<file path="config.mk">
export PLATFORM = sky130hd
export DESIGN_NAME = fp16_divider_seq
export DESIGN_NICKNAME = d
export VERILOG_FILES = /design/src/rtl/fp16_pkg.sv /design/src/rtl/fp16_classify.sv /design/src/rtl/fp16_divider_seq.sv
export SDC_FILE = /design/constraint.sdc
export NUM_CORES = 1
export LEC_CHECK = 0
export ABC_AREA = 1
export CAP_MARGIN = 40
export CORE_ASPECT_RATIO = 0.75
export CORE_MARGIN = 5
export CORE_UTILIZATION = 55
export CTS_CLUSTER_DIAMETER = 100
export CTS_CLUSTER_SIZE = 25
export DETAILED_ROUTE_END_ITERATION = 6
export PLACE_DENSITY = 0.79
export SKIP_CTS_REPAIR_TIMING = 1
export SLEW_MARGIN = 20
export SYNTH_ARGS = -nofsm -noshare
export SYNTH_HDL_FRONTEND = slang
export SYNTH_SLANG_ARGS = --single-unit
export TNS_END_PERCENT = 30
</file>
<file path="constraint.sdc">
create_clock -name clk -period 6.15 [get_ports clk]
set_input_delay 0.615 -clock clk [delete_from_list [all_inputs] [get_ports clk]]
set_output_delay 0.615 -clock clk [all_outputs]
set_load 0.03 [all_outputs]
</file>
<file path="src/rtl/fp16_pkg.sv">
// Shared binary16 format constants, flag layout and divider FSM types.
package fp16_pkg;

    localparam int EXP_W = 5;
    localparam int MAN_W = 10;
    localparam int BIAS  = 15;
    localparam int ITER  = MAN_W + 3;

    localparam logic [15:0] QNAN    = 16'h7E00;
    localparam logic [15:0] POS_INF = 16'h7C00;

    localparam int FLG_INVALID   = 4;
    localparam int FLG_DIV_ZERO  = 3;
    localparam int FLG_OVERFLOW  = 2;
    localparam int FLG_UNDERFLOW = 1;
    localparam int FLG_INEXACT   = 0;

    typedef enum logic [1:0] {IDLE, DIVIDE, ROUND, DONE} state_t;

    typedef struct packed {
        logic [15:0] res;
        logic [4:0]  flg;
    } fp16_out_t;

endpackage

</file>
<file path="src/rtl/fp16_classify.sv">
// Combinational binary16 operand decode; exponent 0 is treated as zero (subnormals flushed).
module fp16_classify
    import fp16_pkg::*;
(
    input  logic [15:0]      op_i,
    output logic             is_zero_o,
    output logic             is_inf_o,
    output logic             is_nan_o,
    output logic             sign_o,
    output logic [EXP_W-1:0] exp_o,
    output logic [MAN_W:0]   man_o
);

    logic all_ones;

    assign sign_o    = op_i[15];
    assign exp_o     = op_i[MAN_W +: EXP_W];
    assign all_ones  = &exp_o;
    assign is_zero_o = (exp_o == '0);
    assign is_inf_o  = all_ones && (op_i[MAN_W-1:0] == '0);
    assign is_nan_o  = all_ones && (op_i[MAN_W-1:0] != '0);
    assign man_o     = {1'b1, op_i[MAN_W-1:0]};

endmodule

</file>
<file path="src/rtl/fp16_divider_seq.sv">
// Iterative binary16 divider: radix-2 restoring mantissa division, one op in flight, fixed latency.
module fp16_divider_seq
    import fp16_pkg::*;
(
    input  logic        clk,
    input  logic        rst,
    input  logic        in_valid,
    output logic        in_ready,
    input  logic [15:0] a,
    input  logic [15:0] b,
    output logic        out_valid,
    input  logic        out_ready,
    output logic [15:0] result,
    output logic [4:0]  flags
);

    localparam logic [3:0] CNT_LAST = 4'(ITER - 1);

    state_t             state_q, state_d;
    logic               sign_q, sign_d;
    logic signed [6:0]  exp_diff_q, exp_diff_d;
    logic [MAN_W:0]     mb_q, mb_d;
    logic [11:0]        rem_q, rem_d;
    logic [ITER-1:0]    quo_q, quo_d;
    logic [3:0]         cnt_q, cnt_d;
    logic               spec_q, spec_d;
    fp16_out_t          spec_out_q, spec_out_d;
    logic [15:0]        result_q, result_d;
    logic [4:0]         flags_q, flags_d;

    logic               a_zero, a_inf, a_nan, a_sign;
    logic               b_zero, b_inf, b_nan, b_sign;
    logic [EXP_W-1:0]   a_exp, b_exp;
    logic [MAN_W:0]     a_man, b_man;
    logic [11:0]        rem_sub;
    logic               q_bit;
    fp16_out_t          rnd_out;

    fp16_classify u_cls_a (
        .op_i(a), .is_zero_o(a_zero), .is_inf_o(a_inf), .is_nan_o(a_nan),
        .sign_o(a_sign), .exp_o(a_exp), .man_o(a_man)
    );

    fp16_classify u_cls_b (
        .op_i(b), .is_zero_o(b_zero), .is_inf_o(b_inf), .is_nan_o(b_nan),
        .sign_o(b_sign), .exp_o(b_exp), .man_o(b_man)
    );

    // Normalise the 13-bit quotient, round to nearest even, then range-check the exponent.
    function automatic fp16_out_t round_pack(input logic sgn, input logic signed [6:0] ediff,
                                             input logic [ITER-1:0] q, input logic rem_nz);
        logic [9:0]        m;
        logic              g, s;
        logic signed [7:0] e;
        logic [10:0]       mr;
        fp16_out_t         o;
        if (q[ITER-1]) begin
            m = q[11:2];
            g = q[1];
            s = q[0] | rem_nz;
            e = 8'(ediff) + 8'(BIAS);
        end else begin
            m = q[10:1];
            g = q[0];
            s = rem_nz;
            e = 8'(ediff) + 8'(BIAS) - 8'sd1;
        end
        mr = {1'b0, m} + {10'd0, g & (s | m[0])};
        if (mr[10]) e = e + 8'sd1;
        o.flg = '0;
        if (e >= 8'sd31) begin
            o.res = POS_INF | {sgn, 15'd0};
            o.flg[FLG_OVERFLOW] = 1'b1;
            o.flg[FLG_INEXACT]  = 1'b1;
        end else if (e <= 8'sd0) begin
            o.res = {sgn, 15'd0};
            o.flg[FLG_UNDERFLOW] = 1'b1;
            o.flg[FLG_INEXACT]   = 1'b1;
        end else begin
            o.res = {sgn, e[4:0], mr[9:0]};
            o.flg[FLG_INEXACT] = g | s;
        end
        return o;
    endfunction

    assign rem_sub = rem_q - {1'b0, mb_q};
    assign q_bit   = (rem_q >= {1'b0, mb_q});
    assign rnd_out = round_pack(sign_q, exp_diff_q, quo_q, rem_q != '0);

    always_comb begin
        state_d    = state_q;
        sign_d     = sign_q;
        exp_diff_d = exp_diff_q;
        mb_d       = mb_q;
        rem_d      = rem_q;
        quo_d      = quo_q;
        cnt_d      = cnt_q;
        spec_d     = spec_q;
        spec_out_d = spec_out_q;
        result_d   = result_q;
        flags_d    = flags_q;
        in_ready   = (state_q == IDLE) && !rst;
        out_valid  = (state_q == DONE);

        case (state_q)
            IDLE: begin
                if (in_valid && in_ready) begin
                    sign_d     = a_sign ^ b_sign;
                    exp_diff_d = $signed({2'b00, a_exp}) - $signed({2'b00, b_exp});
                    rem_d      = {1'b0, a_man};
                    mb_d       = b_man;
                    quo_d      = '0;
                    cnt_d      = '0;
                    spec_d     = 1'b1;
                    spec_out_d = '0;
                    // Specials are decided now; the divide still runs so latency stays fixed.
                    if (a_nan || b_nan || (a_zero && b_zero) || (a_inf && b_inf)) begin
                        spec_out_d.res = QNAN;
                        spec_out_d.flg[FLG_INVALID] = 1'b1;
                    end else if (a_inf) begin
                        spec_out_d.res = POS_INF | {a_sign ^ b_sign, 15'd0};
                    end else if (b_zero) begin
                        spec_out_d.res = POS_INF | {a_sign ^ b_sign, 15'd0};
                        spec_out_d.flg[FLG_DIV_ZERO] = 1'b1;
                    end else if (a_zero || b_inf) begin
                        spec_out_d.res = {a_sign ^ b_sign, 15'd0};
                    end else begin
                        spec_d = 1'b0;
                    end
                    state_d = DIVIDE;
                end
            end
            DIVIDE: begin
                rem_d = q_bit ? {rem_sub[10:0], 1'b0} : {rem_q[10:0], 1'b0};
                quo_d = {quo_q[ITER-2:0], q_bit};
                cnt_d = cnt_q + 4'd1;
                if (cnt_q == CNT_LAST) state_d = ROUND;
            end
            ROUND: begin
                result_d = spec_q ? spec_out_q.res : rnd_out.res;
                flags_d  = spec_q ? spec_out_q.flg : rnd_out.flg;
                state_d  = DONE;
            end
            DONE: begin
                if (out_ready) state_d = IDLE;
            end
            default: state_d = IDLE;
        endcase
    end

    always_ff @(posedge clk) begin
        if (rst) begin
            state_q    <= IDLE;
            sign_q     <= 1'b0;
            exp_diff_q <= '0;
            mb_q       <= '0;
            rem_q      <= '0;
            quo_q      <= '0;
            cnt_q      <= '0;
            spec_q     <= 1'b0;
            spec_out_q <= '0;
            result_q   <= '0;
            flags_q    <= '0;
        end else begin
            state_q    <= state_d;
            sign_q     <= sign_d;
            exp_diff_q <= exp_diff_d;
            mb_q       <= mb_d;
            rem_q      <= rem_d;
            quo_q      <= quo_d;
            cnt_q      <= cnt_d;
            spec_q     <= spec_d;
            spec_out_q <= spec_out_d;
            result_q   <= result_d;
            flags_q    <= flags_d;
        end
    end

    assign result = result_q;
    assign flags  = flags_q;

endmodule

</file>
# Yosys cells after proc, flatten, opt, wreduce, memory -nomap -nowiden
# Index checks and enable logic that the tools add are counted.
# totals
ff_bits,89
latch_bits,0
mem_bits_rw,0
romBits,0
in_bits,36
memories,0
# classes
addsub,7
multipliers,0
n_div,0
magnitude_cmp,3
eq_ne,7
shift,0
muxes,37
bitwise_logic,5
n_reduce_logical,27
# ops
operator,n
two-way mux 16 bit,5
two-way mux 15 bit,2
case mux 13 bit (2 select lines),1
two-way mux 12 bit,2
case mux 12 bit (2 select lines),1
zero test 10 bit,2
nonzero test 10 bit,2
two-way mux 8 bit,2
two-way mux 1 bit,15
two-way mux 13 bit,1
greater-or-equal comparator 12 x 11 -> 1 bit,1
nonzero test 12 bit,1
adder 10 x 1 -> 11 bit,1
subtractor 11 bit,1
zero test 5 bit,2
two-way mux 10 bit,1
AND reduction 5 bit,2
"adder 8 x 2 -> 8 bit, second input constant",1
"greater-or-equal comparator 8 x 6 -> 1 bit, second input constant",1
"<= comparator 8 x 1 -> 1 bit, second input constant",1
logical AND 1 bit,8
case mux 2 bit (4 select lines),1
case mux 4 bit (2 select lines),1
"subtractor 8 x 2 -> 8 bit, second input constant",1
20 further kinds,30

# Depth between registers and ports, before layout
# depth
depth_word,11
mapped_depth,24
ltp_nobuf,22

# Cells and area by module
# Synthesis repeated with hierarchy kept, for this count alone.
# unflattened
cells_unflattened,778
hier_area_um2,5165.0
# by_module_without_submodules
mod,instances,cells_per_inst,area_per_inst_um2,seq_area_each_um2
fp16_divider_seq,1,700,4714.5,1501.4
fp16_classify,2,39,225.2,0.0

# Least setup slack after synthesis
# OpenSTA, ideal clock, no wires.
# synth_path
path_type,register -> register
startpoint,reg quo_q[12]
endpoint,reg result_q[14] (netlist: result[14])
t_arrival_ps,2519
required_time_ps,6018
setup_slack_ps,3498
path_stages_with_launch,21
path_buffers,3
path_cell_list,dfxtp_1 -> buf_6 -> inv_6 -> buf_8 -> o21ai_0 -> o21ai_0 -> inv_1 -> ha_1 -> ha_1 -> nand3_1 -> nor2_4 -> nand3_4 -> nor2_2 -> nand2_1 -> nand2_1 -> nand3_2 -> o21ai_2 -> buf_6 -> o21bai_2 -> inv_1 -> a21oi_1
# synth_between
elab_chain_cells,9
elab_cells_between_ends,14
classes_between,add/sub: 2; order compare: 2; mux: 8; bitwise: 2
# synth_lines
item,line_no,source
start: declaration,fp16_divider_seq.sv:24,"logic [ITER-1:0] quo_q, quo_d;"
start signal: assignment,fp16_divider_seq.sv:170,quo_q <= quo_d;
two-way mux 1 bit or two-way mux 10 bit (tied branches),fp16_divider_seq.sv:57,if (q[ITER-1]) begin
bitwise OR 1 bit,fp16_divider_seq.sv:68,"mr = {1'b0, m} + {10'd0, g & (s | m[0])};"
bitwise AND 1 bit,fp16_divider_seq.sv:68,
adder 10 x 1 -> 11 bit,fp16_divider_seq.sv:68,
two-way mux 8 bit *,fp16_divider_seq.sv:69,if (mr[10]) e = e + 8'sd1;
<= comparator 8 x 1 -> 1 bit,fp16_divider_seq.sv:75,end else if (e <= 8'sd0) begin
two-way mux 15 bit,fp16_divider_seq.sv:75,
two-way mux 15 bit *,fp16_divider_seq.sv:71,if (e >= 8'sd31) begin
two-way mux 16 bit *,fp16_divider_seq.sv:140,result_d = spec_q ? spec_out_q.res : rnd_out.res;
end signal: assignment,fp16_divider_seq.sv:174,result_q <= result_d;
end: declaration,fp16_divider_seq.sv:28,"logic [15:0] result_q, result_d;"
# Every way passes the cells marked *; elsewhere a longest branch is shown, timed or not.
# A chain may end at the register's enable or synchronous reset.

# Final worst setup path
# layout_path
startpoint,reg quo_q[12]
endpoint,reg result_q[4] (netlist: result[4])
# layout_between
elab_chain_cells,9
elab_cells_between_ends,14
classes_between,add/sub: 2; order compare: 2; mux: 8; bitwise: 2
# layout_lines
item,line_no
two-way mux 1 bit or two-way mux 10 bit (tied branches),fp16_divider_seq.sv:57
bitwise OR 1 bit,fp16_divider_seq.sv:68
bitwise AND 1 bit,fp16_divider_seq.sv:68
adder 10 x 1 -> 11 bit,fp16_divider_seq.sv:68
two-way mux 8 bit,fp16_divider_seq.sv:69
<= comparator 8 x 1 -> 1 bit,fp16_divider_seq.sv:75
two-way mux 15 bit,fp16_divider_seq.sv:75
two-way mux 15 bit *,fp16_divider_seq.sv:71
two-way mux 16 bit *,fp16_divider_seq.sv:140
# Marks and branches as above.

==> parameters.txt <==
Parameter                              Value

Run status
  Status ... finished clean

Die
  Placement Rows ... 29
  Top-level I/O count ... 59
  Die span in x ... 119 µm
  Vertical die dimension ... 91.9 µm
  Effective utilization at floorplan ... 57.2%
  Core Area ... 8600 µm²
  Floorplan die area ... 10900 µm²

Routing
  Pre-antenna DRT Iters ... 5
  Post-detailed-route DRC marker count ... 0
  Detail-routed via count per cell ... 5.54
  Top Metal Used ... met4
  Routed length on met3 ... 846 µm
  Routed wire length on met2 ... 5670 µm
  Met1 layer wirelength in the final routing ... 6050 µm
  Routed via count ... 4929
  Violation count after the first detailed-routing iteration ... 412
  Post-DR wirelength/cell ... 14.3 µm
  Remaining antenna violation count after routing ... 0
  Drt total wl ... 12700 µm

Placement
  Buffers added on ports ... 58
  Routability Congestion ... 0.944
  Post-DP Area ... 5570 µm²
  HPWL after detailed placement ... 9560 µm

Layout
  Layout Cell Area excl Fill ... 5910 µm²
  Layout cells sized above 1 ... 7.55%
  Layout area overhead ... 20.2%
  NumNets Final ... 844
  Commonest non-fill, non-tap cells in the layout ... 183 x sky130_fd_sc_hd__nand2_1, 93 x sky130_fd_sc_hd__a21oi_1, 86 x sky130_fd_sc_hd__inv_1
  Most frequent standard cell in the layout excluding fill and tap cells ... sky130_fd_sc_hd__nand2_1
  Antenna diode count ... 0

Yosys
  Complex-gate fraction of the synthesized area ... 20.1%
  Distinct cells, synth ... 48
  Count of flip-flops with a built-in enable after synthesis ... 0
  Post-synthesis xor/xnor area fraction ... 1.78%
  Number of synthesis warnings ... 0
  Area share of fa/ha/maj cells after synthesis ... 8.45%
  Simple-gate area share of the yosys netlist ... 29.6%
  Netlist area before placement ... 4910 µm²
  Multiplexer fraction of the synthesized cell area ... 0%
  Post-synthesis sequential area ratio ... 30.5%
  Post-Synthesis Net Count ... 794
  Mapped Cells ... 726
  Combinational family with the most area after synthesis ... simple AND/OR/NAND/NOR gates
  Share of flip-flops with an asynchronous set or reset ... 0%
  Synthesized area divided by synthesized cell count ... 6.77 µm²
  Most frequently used flop master after synthesis ... sky130_fd_sc_hd__dfxtp_1
  Post-synthesis sequential element count ... 75

STA
  Setup skew after layout ... 0.00743 ns
  Final-report hold violation count ... 0
  Slew headroom ... 52.1%
  Final slew viol count ... 0
  Shortest clock period the worst path allows after layout ... 3.81 ns
  Final setup violation count ... 0
  Max Fclk ... 0.263 GHz
  Summed negative setup slack over all endpoints ... 0 ns
  Actual transition at the worst max-transition pin ... 0.717 ns
  RSZ-0062 raised after global routing ... false
  Final Cycle Share ... 61.9%

Clock tree
  Clock tree from TritonCTS ... yes
  Total CTS buffers ... 9
  Worst-case clock buffer depth ... 2
  CTS sink count ... 75
  Worst-Skew Late Latency ... 0.35 ns
  H-Tree Level Count ... 3
  Reg clk slew, reported paths ... 0.06 ns
  Clock tree root driver cell ... sky130_fd_sc_hd__clkbuf_16

Global route
  Global-route total usage across every layer ... 24.2%
  Residual overflow from global routing ... 0
  Number of antenna violations at the first check in global routing ... 0
  Vias in the first global route ... 4820
  Global-route wire length before repair ... 21900 µm
  Largest net degree at the start of global routing ... 41

Worst setup path
  Slowest-stage cell, CP ... sky130_fd_sc_hd__dfxtp_1
  Kind of end point of the critical path ... flop
  Data required time at the worst endpoint ... 6.36 ns
  Capture point of the worst path ... result[4]
  First element of the critical path ... quo_q[12]
  Ordered list of cells on the worst path ... inv_6 > o2111ai_1 > o21ai_0 > inv_1 > ha_1 > ha_1 > nand3_1 > nor2_4 > nand3_4 > nor2_2 > nand2_1 > nand2_1 > nand3_2 > o21ai_2 > inv_1 > nand3_1 > a21oi_1
  Reg2Reg Launch Point ... quo_q[12]
  Biggest cell delay along the critical path ... 0.78 ns
  Destination of the worst register-to-register timing path ... result[4]
  Data arrival time of the worst path ... 4.02 ns
  Highest fanout seen on the critical path ... 18
  Critical Path Start Type ... flop
  Reg-to-reg setup timing slack ... 2.34 ns
  R2R depth ... 17
  WS Path Type ... flop to flop

Power
  Leakage power ... 2.51 nW
  Pwr/cell area ... 406 nW/µm²
  Max VDD drop ... 0.323 mV

Worst hold path
  Min-delay worst type ... flop to flop

Flow run
  Max Cap Viol ... 0
==> synthesized netlist by cell type, types with 3 or more instances <==
master / number / area (µm²)
sky130_fd_sc_hd__a211oi_1: 3 / 22.5
sky130_fd_sc_hd__a21oi_1: 93 / 465
sky130_fd_sc_hd__and3_1: 3 / 18.8
sky130_fd_sc_hd__buf_2: 3 / 15.0
sky130_fd_sc_hd__buf_6: 3 / 33.8
sky130_fd_sc_hd__clkbuf_1: 16 / 60.1
sky130_fd_sc_hd__dfxtp_1: 75 / 1500
sky130_fd_sc_hd__ha_1: 30 / 375
sky130_fd_sc_hd__inv_1: 86 / 323
sky130_fd_sc_hd__nand2_1: 183 / 687
sky130_fd_sc_hd__nand2_2: 8 / 50.1
sky130_fd_sc_hd__nand2_4: 5 / 56.3
sky130_fd_sc_hd__nand3_1: 35 / 175
sky130_fd_sc_hd__nand3_2: 5 / 50.1
sky130_fd_sc_hd__nand4_1: 7 / 43.8
sky130_fd_sc_hd__nor2_1: 41 / 154
sky130_fd_sc_hd__nor2_2: 3 / 18.8
sky130_fd_sc_hd__nor2_4: 4 / 45.0
sky130_fd_sc_hd__nor3_1: 11 / 55.1
sky130_fd_sc_hd__nor4_1: 6 / 37.5
sky130_fd_sc_hd__o21ai_0: 55 / 275
sky130_fd_sc_hd__o21ai_1: 4 / 20.0
sky130_fd_sc_hd__o21bai_1: 3 / 22.5
sky130_fd_sc_hd__o21bai_2: 4 / 45.0
sky130_fd_sc_hd__xnor2_1: 3 / 26.3
sky130_fd_sc_hd__xor2_1: 7 / 61.3
==> kinds of logic after synthesis <==
logic type               after synthesis
XOR/XNOR                              10
adder cells (fa/ha/maj)               32
flip-flops                            75
AO/OA/AOI/OAI                        178
AND/OR/NAND/NOR                      317
buffers and inverters                114
==> worst max-delay path: cells and delay by family (launching register included) <==
| kind | cells | cell delay [ns] |
|---|---|---|
| AOI/OAI and AO/OA | 4 | 1.00 |
| adders and majority gates | 2 | 0.34 |
| buffers and inverters | 3 | 0.43 |
| and+or+nand+nor | 8 | 1.10 |
| DFF | 1 | 0.78 |
==> area by class of cell <==
type	count	area [µm²]
fillers	753	2690
flip-flops and latches	75	1500
clock buffers	9	225
multi-input cells	537	2940
repair buffers	63	646
inverters	90	343
well taps	108	135
clock inverters	7	116
==> through the flow <==
step                instances  worst slack [ns]  utilization [%]  power [mW]  hold slack (ns)
global route              889              1.95             68.7        2.58            0.487
finish                    889              2.34             68.7        2.40            0.465
CTS                       889              2.40             68.7        2.38            0.469
detailed placement        873              2.43             64.7        1.76            0.460
floorplan                 726              3.50                -        1.48            0.435
global placement          869              2.26             64.1        1.72            0.458
==> metal layers <==
| metal | track usage [%] | vias up |
|---|---|---|
| met5 | 0 | - |
| met1 | 32.1 | 2291 |
| met4 | 7.14 | 0 |
| li1 | - | 2493 |
| met3 | 6.21 | 17 |
| met2 | 38.9 | 128 |
==> state kept, by name, summed over array words and instances, names as in the netlist <==
signal and flops:
flags 5, exp_diff_q 6, state_q 2, spec_q 1, cnt_q 4, rem_q 12
spec_out_q 4, result 16, quo_q 13, sign_q 1, mb_q 11
==> report_power, final <==
part | switching (mW) | internal, mW
registers | 0.0741 | 0.571
clock network | 0.217 | 0.395
logic | 0.738 | 0.402
total | 1.03 | 1.37
==> how the worst min path moves through the flow <==
stage	slack (ns)	start	to	cells after the start
after floorplan	0.44	mb_q[2]	mb_q[2]	2
after global placement	0.46	flags[2]	flags[2]	2
after detailed placement	0.46	result[6]	result[6]	2
after CTS	0.47	result[6]	result[6]	2
after global routing	0.49	result[6]	result[6]	2
final	0.46	result[6]	result[6]	2
Power figures use the tool's default switching activity.
==> RTL edit 1: new RTL, same settings <==
`mb_q` no longer has a reset.
--- a/src/rtl/fp16_divider_seq.sv
+++ b/src/rtl/fp16_divider_seq.sv
@@ -153,7 +153,6 @@
             state_q    <= IDLE;
             sign_q     <= 1'b0;
             exp_diff_q <= '0;
-            mb_q       <= '0;
             rem_q      <= '0;
             quo_q      <= '0;
             cnt_q      <= '0;
@@ -165,7 +164,6 @@
             state_q    <= state_d;
             sign_q     <= sign_d;
             exp_diff_q <= exp_diff_d;
-            mb_q       <= mb_d;
             rem_q      <= rem_d;
             quo_q      <= quo_d;
             cnt_q      <= cnt_d;
@@ -176,6 +174,10 @@
         end
     end
 
+    always_ff @(posedge clk) begin
+        mb_q <= mb_d;
+    end
+
     assign result = result_q;
     assign flags  = flags_q;
 
Formal check against the unedited RTL: no difference found for any inputs over 10 cycles, from zero or initial values and one cycle with rst high; that may be too few to reach the edited logic, so the function may still have changed.
==> RTL edit 1 against the unedited design <==
  * Routed wire length down 1.4%
  * Register-to-register slack better by 0.59 ns
  * Die area up 1.7%
  * Sequential cell count down 1
  * Worst setup slack better by 0.43 ns
  * Area after synthesis up 1.9%
  * Critical path depth down 7
  * Design area up 0.89%
  * Power down 11%
  * Non-clock buffer count down 1
==> RTL edit 1: results (changes against the unedited design) <==
| Metric | Value |
|---|---|
| Delay-heaviest family, CP | buffers and inverters |
| Final GP Congestion | 0.904 (-4.2%) |
| Global-route wire length before repair | 20900 µm (-4.6%) |
| Worst slew margin | 47.7% (-4.5 points) |
| Layout cell share with drive strength beyond 1 | 8.99% (+1.4 points) |
| Routed wire per std cell | 14.1 µm (-1.6%) |
| Arrival time worst endpoint | 3.63 ns (-0.39 ns) |
| Count of buffers inserted at the top-level ports | 58 (unchanged) |
| Final layout net count | 842 (-0.24%) |
| Worst vdd ir | 0.000163 V (-50%) |
| Antenna cell count | 0 (unchanged) |
| Gr usage total | 22.8% (-1.3 points) |
| Ranking of synthesized cells by area | dfxtp_1, nand2_1, ha_1, a21oi_1, edfxtp_1 |
| Max FFs per register | 16 (unchanged) |
| Critical path origin | rst |
| Worst Reg-to-Reg Cells | 11 (-6) |
| Vias in the first global route | 4610 (-4.4%) |
| Worst path max stage delay | 0.66 ns (-0.12 ns) |
| Initial DRC Count | 420 (+1.9%) |
| Synth async-reset ratio | 0% (unchanged) |
| Critical R2R Launch | rem_q[0]$_SDFFE_PP0P_ |
| EDFF count, synth | 10 (+10) |
| Critical Path Fanout Max | 37 (+19) |
| CP Capture Point | rem_q[11]$_SDFFE_PP0P_ |
| Reg-to-reg endpoint | rem_q[5]$_SDFFE_PP0P_ |
| Status | finished clean |
| Worst-Skew Late Latency | 0.33 ns (-0.02 ns) |
| Via Count | 4869 (-1.2%) |
| Initial DRT Pass Iterations | 5 (unchanged) |
| Estimated wirelength of the detail-placed design | 9400 µm (-1.7%) |
| Post-synthesis sequential area ratio | 31.6% (+1.0 points) |
| Slowest-stage cell, CP | inv_1 |
| Leak pwr | 2.52 nW (+0.17%) |
| Clock Skews | 0.00685 ns (-0.000580 ns) |
| Register-to-Register Setup Slack | 2.93 ns (+0.59 ns) |
| Worst-path clk slew | 0.06 ns (about the same) |
| Syn. warnings | 0 (unchanged) |
| Period utilization | 54.8% (-7.1 points) |
| Largest net degree at the start of global routing | 38 (-7.3%) |
| Synth cell count leaders | nand2_1, inv_1, a21oi_1 |
| Pre-CTS setup slack | 2.48 ns (+0.0537 ns) |
==> RTL edit 1: cell count changes after synthesis, moves of 5 or more <==
| cell | before | now |
|---|---|---|
| edfxtp_1 | 0 | 10 |
| nand3b_1 | 0 | 5 |
| a21oi_1 | 93 | 66 |
| nand3_1 | 35 | 41 |
| a21oi_2 | 2 | 10 |
| o21ai_0 | 55 | 44 |
| nor2_1 | 41 | 51 |
| inv_2 | 1 | 6 |
| nand2_1 | 183 | 198 |
| dfxtp_1 | 75 | 64 |
| inv_1 | 86 | 76 |
==> RTL edit 1: area by class of cell <==
cell class | instances | area [µm²]
clock inverter | 5 | 104
tap | 112 | 140
inverter | 87 | 333
multi-input combinational | 541 | 2960
timing repair buffer | 62 | 611
clock buffer | 10 | 229
sequential | 74 | 1580
fill | 741 | 3010
==> RTL edit 1: worst min path at each step <==
| stage | cells past startpoint | startpoint | slack [ns] | endpoint |
|---|---|---|---|---|
| after floorplan | 2 | sign_q$_SDFFE_PP0P_ | 0.45 | sign_q$_SDFFE_PP0P_ |
| after global placement | 2 | flags[2]$_SDFFE_PP0P_ | 0.46 | flags[2]$_SDFFE_PP0P_ |
| after detailed placement | 2 | flags[2]$_SDFFE_PP0P_ | 0.46 | flags[2]$_SDFFE_PP0P_ |
| after CTS | 2 | flags[2]$_SDFFE_PP0P_ | 0.47 | flags[2]$_SDFFE_PP0P_ |
| after global routing | 2 | sign_q$_SDFFE_PP0P_ | 0.49 | sign_q$_SDFFE_PP0P_ |
| final | 2 | flags[2]$_SDFFE_PP0P_ | 0.47 | flags[2]$_SDFFE_PP0P_ |
==> RTL edit 1: per-layer routing <==
| layer | GRT usage [%] | up-vias | share of wire (%) |
|---|---|---|---|
| li1 | - | 2483 | - |
| met1 | 29.9 | 2204 | 47 |
| met2 | 38.4 | 156 | 46 |
| met3 | 4.76 | 26 | 5.8 |
| met4 | 6.20 | 0 | 1.7 |
| met5 | 0 | - | 0 |
==> RTL edit 1: cell families after synthesis <==
family | after synthesis | share of synthesized area (%)
xor gates and xnor gates | 12 | 2.10
and+or+nand+nor | 356 | 33.0
DFF | 74 | 31.6
AOI/OAI and AO/OA | 142 | 16.1
buffers and inverters | 112 | 9.24
adders and majority gates | 31 | 8.04
==> RTL edit 1: per-stage QoR <==
step	cell area (µm²)	instances	utilization, %	total power, W
2_1_floorplan	5010	727	-	0.00128
5_1_grt	5960	891	66.5	0.00227
4_1_cts	5950	890	66.4	0.00212
3_5_place_dp	5620	875	62.7	0.00152
3_3_place_gp	5610	874	62.6	0.00149
6_report	5960	891	66.5	0.00214
==> RTL edit 1: power by group <==
part | internal [W] | leakage, nW | switching, W
logic | 0.000306 | 1.74 | 0.000603
registers | 0.000568 | 0.613 | 0.0000671
clock network | 0.000394 | 0.163 | 0.000197
==> RTL edit 2: new RTL, same settings <==
Without the edit above. Put one more register stage on the output `flags`. The value now appears one clock later. The other outputs are not delayed to match.
--- a/src/rtl/fp16_divider_seq.sv
+++ b/src/rtl/fp16_divider_seq.sv
@@ -177,7 +177,9 @@
     end
 
     assign result = result_q;
-    assign flags  = flags_q;
+    always_ff @(posedge clk) begin
+        flags <= flags_q;
+    end
 
 endmodule
 
Behaviour: no difference found for any inputs over 10 cycles, from zero or initial values and one cycle with rst high; that may be too few to reach the edited logic, so the function may still have changed.
==> RTL edit 2 against the unedited design <==
  * Worst setup slack better by 0.50 ns
  * Critical path type is now in2reg
  * Critical path depth down 4
  * Sequential cell count up 5
  * Global-route usage up 1.3 points
  * Design area up 3.3%
  * Register-to-register slack better by 0.77 ns
  * Largest power group unchanged
  * Cell count up 7.5%
  * Power up 0.78%
  * Clock power down 10%
  * Critical endpoint is now rem_q[11]$_SDFFE_PP0P_
  * Synthesized cell count up 6.6%
  * Routed wire length up 10%
  * Area after synthesis up 4.5%
  * Die area up 4.0%
==> RTL edit 2: results (changes against the unedited design) <==
| Metric | Value |
|---|---|
| Worst path max stage delay | 0.40 ns (-0.38 ns) |
| Placed insts | 939 (+7.6%) |
| Ranking of synthesized cells by area | dfxtp_1, nand2_1, a21oi_1, ha_1, inv_1 |
| Hold slack | 0.356 ns (-0.108 ns) |
| Clk cell area share | 4.98% (-0.80 points) |
| Critical R2R Launch | state_q[0]$_SDFFE_PP0P_ |
| Met3 Use GR | 6.20% (-0.010 points) |
| Fill count | 814 (+8.1%) |
| Worst Hold End | flags[1]$_DFF_P_ |
| Post-synthesis sequential area ratio | 31.2% (+0.64 points) |
| Final non-filler cell area | 6100 µm² (+3.3%) |
| Vias in the first global route | 4792 (-0.58%) |
| Worst Reg-to-Reg Cells | 14 (-3) |
| Non-clock inverters | 93 (+3.3%) |
| Sequential cell area | 1600 µm² (+6.7%) |
| Global-route wire length before repair | 23400 µm (+7.0%) |
| Clock Skews | 0.00707 ns (-0.000365 ns) |
| Buffering overhead | 10.4% (-0.55 points) |
| Synth async-reset ratio | 0% (unchanged) |
| Fin cells | 956 (+7.5%) |
| Slowest-stage cell, CP | clkdlybuf4s50_1 |
| Syn Nets | 842 (+6.0%) |
| Routed wire per std cell | 14.7 µm (+2.6%) |
| Global routing usage on met2 | 37.9% (-1.0 points) |
| Worst vdd ir | 0.000295 V (-8.8%) |
| Register-to-Register Setup Slack | 3.11 ns (+0.77 ns) |
| Comb_multi_in | 576 (+7.3%) |
| Largest net degree at the start of global routing | 42 (+2.4%) |
| Delay-heaviest family, CP | buffers and inverters |
| Status | finished clean |
| Hold Crit Start | flags_q[1]$_SDFFE_PP0P_ |
| Final GP Congestion | 0.922 (-2.3%) |
| Multi-input combinational area share | 50.0% (+0.16 points) |
| Syn_area_per_cell | 6.63 µm² (-2.0%) |
| Hold Path Stages | 0 (-2) |
| Pre-CTS setup slack | 2.54 ns (+0.111 ns) |
| DP Area | 5780 µm² (+3.9%) |
| FF+latch count, synth | 80 (+6.7%) |
| Layout cell share with drive strength beyond 1 | 6.16% (-1.4 points) |
| Critical path origin | rst |
| Period utilization | 53.9% (-8.0 points) |
| Arrival time worst endpoint | 3.59 ns (-0.43 ns) |
| Layout Utilization | 67.2% (-1.5 points) |
| Met1 Usage GRT | 37.0% (+4.9 points) |
| Final layout net count | 891 (+5.6%) |
| Initial DRC Count | 533 (+29%) |
| Synth cell count leaders | nand2_1, a21oi_1, inv_1 |
| Distinct cell type count after synthesis | 47 (-2.1%) |
| Adder-Cell Fraction of Synth Area | 8.09% (-0.36 points) |
| Gr usage total | 25.5% (+1.3 points) |
| Leak pwr | 2.63 nW (+4.5%) |
| Critical Path Fanout Max | 41 (+23) |
| Worst Tran Pin Value | 0.769 ns (+0.0516 ns) |
| Estimated wirelength of the detail-placed design | 10400 µm (+8.2%) |
| Post-Synth XOR/XNOR Area | 2.22% (+0.44 points) |
| Reg-to-reg endpoint | rem_q[11]$_SDFFE_PP0P_ |
[RTL edit 2: changes by cell type after synthesis, moves of 3 or more]
| cell | delta |
|---|---|
| dfxtp_1 | +5 |
| nand2_1 | +40 |
| o21bai_2 | -4 |
| o21ai_0 | -5 |
| nand2_2 | -4 |
| clkbuf_1 | +3 |
| nor2_1 | +4 |
| nand3_1 | +5 |
[RTL edit 2: metal layers]
layer,share of wire [%],wire length [µm]
met5,0,0
met4,1.2,165
met3,6.7,939
met2,44,6200
met1,48,6750
[RTL edit 2: cell families after synthesis]
| family | after synthesis |
|---|---|
| XOR/XNOR | 13 |
| adder cells (fa/ha/maj) | 32 |
| AND/OR/NAND/NOR | 365 |
| buffers and inverters | 118 |
| flip-flops | 80 |
| AO/OA/AOI/OAI | 166 |
[RTL edit 2: power by group]
group	leakage, nW	total, W	switching, W	internal, W
registers	0.652	0.000691	0.0000793	0.000611
clock network	0.150	0.000551	0.000233	0.000319
logic	1.82	0.00117	0.000774	0.000400
